File: config.mk
export PLATFORM = sky130hd
export DESIGN_NAME = sequential_divider_32
export DESIGN_NICKNAME = d
export VERILOG_FILES = /design/src/rtl/sequential_divider_32.sv
export SDC_FILE = /design/constraint.sdc
export NUM_CORES = 1
export LEC_CHECK = 0
export BUFFER_PORTS_ARGS = -buffer_cell sky130_fd_sc_hd__buf_4
export CAP_MARGIN = 20
export CORE_ASPECT_RATIO = 1.1
export CORE_MARGIN = 2
export CORE_UTILIZATION = 50
export DETAILED_ROUTE_END_ITERATION = 8
export GPL_TIMING_DRIVEN = 0
export PLACE_DENSITY = 0.73
export SKIP_LAST_GASP = 1
export SLEW_MARGIN = 20
export SYNTH_ARGS = -nofsm -noshare
export SYNTH_HDL_FRONTEND = slang
export SYNTH_SLANG_ARGS = --single-unit
File: constraint.sdc
create_clock -name clk -period 3.17 [get_ports clk]
set_input_delay 0.634 -clock clk [delete_from_list [all_inputs] [get_ports clk]]
set_output_delay 0.634 -clock clk [all_outputs]
set_load 0.005 [all_outputs]
File: src/rtl/sequential_divider_32.sv
// Multi-cycle restoring shift-subtract divider, one quotient bit per clock.
// Signed operation divides magnitudes and fixes the signs in a final cycle.
module sequential_divider_32 #(
    parameter int size = 32
) (
    input  logic            clk,
    input  logic            rst,
    input  logic            start,
    input  logic            is_signed,
    input  logic [size-1:0] dividend,
    input  logic [size-1:0] divisor,
    output logic            busy,
    output logic            done,
    output logic [size-1:0] quotient,
    output logic [size-1:0] remainder,
    output logic            div_by_zero
);

    localparam int CW = $clog2(size) + 1;
    localparam logic [CW-1:0] LAST = CW'(size - 1);

    typedef enum logic [1:0] {IDLE, DIV, FIX, DONE} state_t;

    state_t        state, state_next;
    logic [size:0]   r;
    logic [size-1:0] q;
    logic [size-1:0] mag_b;
    logic [CW-1:0]   count;
    logic            sign_q, sign_r;

    logic [size:0]   r_shift, r_sub, r_next;
    logic            ge;
    logic [size-1:0] mag_a_in, mag_b_in;

    // R stays below the divisor magnitude, so its carry bit is free before the shift.
    always_comb begin
        r_shift = {r[size-1:0], q[size-1]};
        r_sub   = r_shift - {1'b0, mag_b};
        ge      = (r_shift >= {1'b0, mag_b});
        r_next  = ge ? r_sub : r_shift;
    end

    always_comb begin
        mag_a_in = (is_signed && dividend[size-1]) ? -dividend : dividend;
        mag_b_in = (is_signed && divisor[size-1])  ? -divisor  : divisor;
    end

    always_ff @(posedge clk) begin
        if (rst) state <= IDLE;
        else     state <= state_next;
    end

    always_comb begin
        state_next = state;
        busy       = 1'b0;
        done       = 1'b0;
        unique case (state)
            IDLE: if (start) state_next = (divisor == '0) ? DONE : DIV;
            DIV: begin
                busy = 1'b1;
                if (count == LAST) state_next = FIX;
            end
            FIX: begin
                busy       = 1'b1;
                state_next = DONE;
            end
            DONE: begin
                done       = 1'b1;
                state_next = IDLE;
            end
            default: state_next = IDLE;
        endcase
    end

    always_ff @(posedge clk) begin
        if (rst) begin
            r           <= '0;
            q           <= '0;
            mag_b       <= '0;
            count       <= '0;
            sign_q      <= 1'b0;
            sign_r      <= 1'b0;
            quotient    <= '0;
            remainder   <= '0;
            div_by_zero <= 1'b0;
        end else begin
            unique case (state)
                IDLE: begin
                    if (start) begin
                        if (divisor == '0) begin
                            quotient    <= '1;
                            remainder   <= dividend;
                            div_by_zero <= 1'b1;
                        end else begin
                            quotient    <= '0;
                            remainder   <= '0;
                            div_by_zero <= 1'b0;
                            r           <= '0;
                            q           <= mag_a_in;
                            mag_b       <= mag_b_in;
                            sign_q      <= is_signed & (dividend[size-1] ^ divisor[size-1]);
                            sign_r      <= is_signed & dividend[size-1];
                            count       <= '0;
                        end
                    end
                end
                DIV: begin
                    r     <= r_next;
                    q     <= {q[size-2:0], ge};
                    count <= count + 1'b1;
                end
                FIX: begin
                    quotient  <= sign_q ? -q : q;
                    remainder <= sign_r ? -r[size-1:0] : r[size-1:0];
                end
                default: ;
            endcase
        end
    end

endmodule

==> impl_metrics.json <==
{
  "cts.sinks": 171,
  "initial_core_util_pct": 50.87,
  "fp-row-count": 57,
  "min_path_type": "reg -> reg",
  "ys_seq_area_share_pct": 30.44,
  "yosysMostFrequentCell": "nand2_1",
  "yosys.area.top_type": "dfxtp_1",
  "vias": 11520,
  "yosys-top-cells-count": "nand2_1 (174), dfxtp_1 (171), a21oi_1 (130), nor2_1 (130), clkbuf_1 (85)",
  "cts_root_buf": "clkbuf_16",
  "syn-num-nets": 1580,
  "dp_slack_ns": -0.6070,
  "finalClockSkew_ns": 0.01546,
  "fin_total_pwr_mw": 10.17,
  "startpoint_type": "input port",
  "post_route_cells_drive_above_1_share_pct": 14.79,
  "grt_max_degree": 17,
  "die_area_mm2": 0.02371,
  "clock_path_buffers": 2,
  "fin_setup_tns_ns": 0,
  "firstDrtPassIters": 5,
  "cts_tree": "yes",
  "dieHeight_um": 161.3,
  "setup_ws_ns": 0.1079,
  "cpPeakStageDelay_ns": 0.63,
  "crit_path_end": "r[24]",
  "syn_area_mm2": 0.01125,
  "path_cells": "buf_4 -> or4_1 -> nor4_4 -> nand4_4 -> o41ai_4 -> o21ai_4 -> nand2_1 -> nor2_2 -> buf_2 -> a32oi_1 -> o31ai_1",
  "required_ns": 3.47,
  "grt_pass1_wl_mm": 56.75,
  "setup-violations-final": 0,
  "antennaDiodeCount": 0,
  "core_area_mm2": 0.02211,
  "synthCells": 1470,
  "synth_flop_cell": "dfxtp_1",
  "synth-edff-count": 0,
  "avgViaCountPerCell": 5.985,
  "powerDensity_mw_per_mm2": 757.1,
  "fp.dieW_um": 147.0,
  "slew_viol_final": 0,
  "crit_arrival_ns": 3.37,
  "htreeDepth": 4,
  "hold_viol": 0,
  "drt_iter0_drc": 839,
  "reg2reg_from": "r[14]",
  "grt_pass1_vias": 10870,
  "synth_area_leaders": "dfxtp_1 (30%), xnor2_1 (6.5%), nand2_1 (5.8%)",
  "utilization_pct": 60.76,
  "crit_family": "simple AND/OR/NAND/NOR gates",
  "grt.overflow.total": 0,
  "cts_buffers": 17,
  "end_kind": "flip-flop",
  "yosysTopAreaCellShare_pct": 30.44,
  "yosysWarnings": 0,
  "r2r_slack_ns": 0.13,
  "synth_area_per_cell_um2": 7.650,
  "io_pins": 135,
  "crit_type": "in -> reg",
  "area_growth_pct": 19.45,
  "max_freq_mhz": 326.6,
  "finalNetCount": 1727,
  "timing.final.crit_share_pct": 96.60,
  "avgRoutedWirePerCell_um": 19.04,
  "critPathLaunch": "divisor[14]",
  "drv_cap": 0,
  "async_reset_ff_share_pct": 0,
  "rr_worst_depth": 11,
  "r2r_end": "r[24]",
  "antenna_left": 0,
  "drcViolationCount": 0,
  "max_slew_margin_pct": 18.70,
  "place_congestion": 0.9729,
  "clk_pin_slew_ns": 0.07,
  "path_depth": 11,
  "drt-total-wl_mm": 36.65,
  "critPathSlowestCell": "or4_1",
  "grt_usage_pct": 30.25,
  "outcome": "complete, no violations",
  "worst-path-max-fanout": 10,
  "fin_cells": 1925,
  "worst_ir_drop_vdd_uv": 400.7,
  "rsz0062_at_grt": "true",
  "synth_cell_type_count": 72,
  "antenna_found_initial": 0,
  "total_leakage_power_nw": 5.292,
  "portBuffers": 134,
  "path_buf_inv": 2,
  "worst_pin_slew_ns": 1.219,
  "dp.cells": 1899,
  "ys_ff_latch": 171,
  "dp_hpwl_mm": 29.21,
  "insertion_delay_ns": 0.45,
  "min_period_ns": 3.062
}
report_power, final:
group	switching [mW]	internal [mW]
clock network	0.948	1.18
logic	3.10	1.85
registers	0.445	2.65
total	4.49	5.68
sequential cells by signal (all words and copies together), names as in the netlist:
signal,count
count,6
div_by_zero,1
mag_b,32
q,32
quotient,32
r,32
remainder,32
sign_q,1
sign_r,1
state,2
per-stage QoR:
stage	cell area [µm²]	hold WS, ns
finish	13430	0.4554
global route	13430	0.4764
floorplan	11250	0.4319
detailed placement	12620	0.4475
global placement	12620	0.4402
CTS	13240	0.4566
area by class of cell:
cell class / count / area (µm²)
plain buffers: 90 / 371.6
clock buffers: 18 / 429.2
clock inverters: 14 / 156.4
fillers: 2080 / 8676
inverters: 59 / 221.5
multi-input cells: 1140 / 7422
flip-flops and latches: 171 / 3427
well taps: 295 / 369.1
repair buffers: 138 / 1036
worst min-delay path by stage:
stage,startpoint,end,slack (ns),cells after the start
final,mag_b[22],mag_b[22],0.46,2
after global routing,divisor[0],mag_b[0],0.48,3
after CTS,mag_b[22],mag_b[22],0.46,2
after detailed placement,mag_b[22],mag_b[22],0.45,2
after global placement,mag_b[31],mag_b[31],0.44,2
after floorplan,mag_b[18],mag_b[18],0.43,2
worst min-delay path, cell delays in order, from the launching register on:
cell and delay [ns]:
dfxtp_1 0.31, nand2_1 0.05, a21oi_1 0.05
repair_timing:
action,4_1_cts,5_1_grt
gates resized for setup,14,43
pin swaps,2,3
setup buffers,2,2
hold buffers,0,0
endpoints found under the setup margin,62,131
cells by family after synthesis:
logic type | count (synthesis) | synth area share (%)
xor gates and xnor gates | 147 | 11.45
muxes | 8 | 0.7343
buffers and inverters | 159 | 5.518
DFF | 171 | 30.44
adders and majority gates | 42 | 4.740
AOI/OAI and AO/OA | 458 | 26.94
and+or+nand+nor | 485 | 20.18
cells in the final DEF, fill, tap and decap left out, types with 6 or more instances in the layout:
| master | instances |
|---|---|
| xnor2_1 | 83 |
| or3_1 | 13 |
| a21oi_1 | 126 |
| a31o_1 | 9 |
| nor4_1 | 8 |
| a221oi_1 | 31 |
| ha_4 | 6 |
| nor3_1 | 48 |
| a21o_1 | 12 |
| o21ai_1 | 21 |
| ha_1 | 34 |
| inv_1 | 56 |
| a32oi_1 | 11 |
| nand3_1 | 29 |
| a211oi_1 | 54 |
| buf_2 | 15 |
| nor2_1 | 130 |
| buf_4 | 141 |
| or4_1 | 15 |
| a22o_1 | 17 |
| clkbuf_16 | 17 |
| mux2i_1 | 6 |
| inv_6 | 6 |
| nor2b_1 | 7 |
| nand2b_1 | 10 |
| a31oi_1 | 9 |
| nand4_1 | 9 |
| clkbuf_1 | 70 |
| o41ai_1 | 10 |
| dfxtp_1 | 168 |
| o21ai_0 | 77 |
| o31ai_1 | 25 |
| o211ai_1 | 13 |
| nand2_1 | 174 |
| xor2_1 | 64 |
metal layers:
layer  share of wire (%)  wire (µm)  vias to the layer above  track usage [%]
met5                   0          0                        -                0
met4                 6.6       2409                        0            19.67
met3                 5.9       2150                      121            4.011
met2                  49      17920                      461            52.67
met1                  39      14170                     5326            34.93
li1                    -          -                     5614                -
Note: power is estimated with default switching activity, not from simulation.
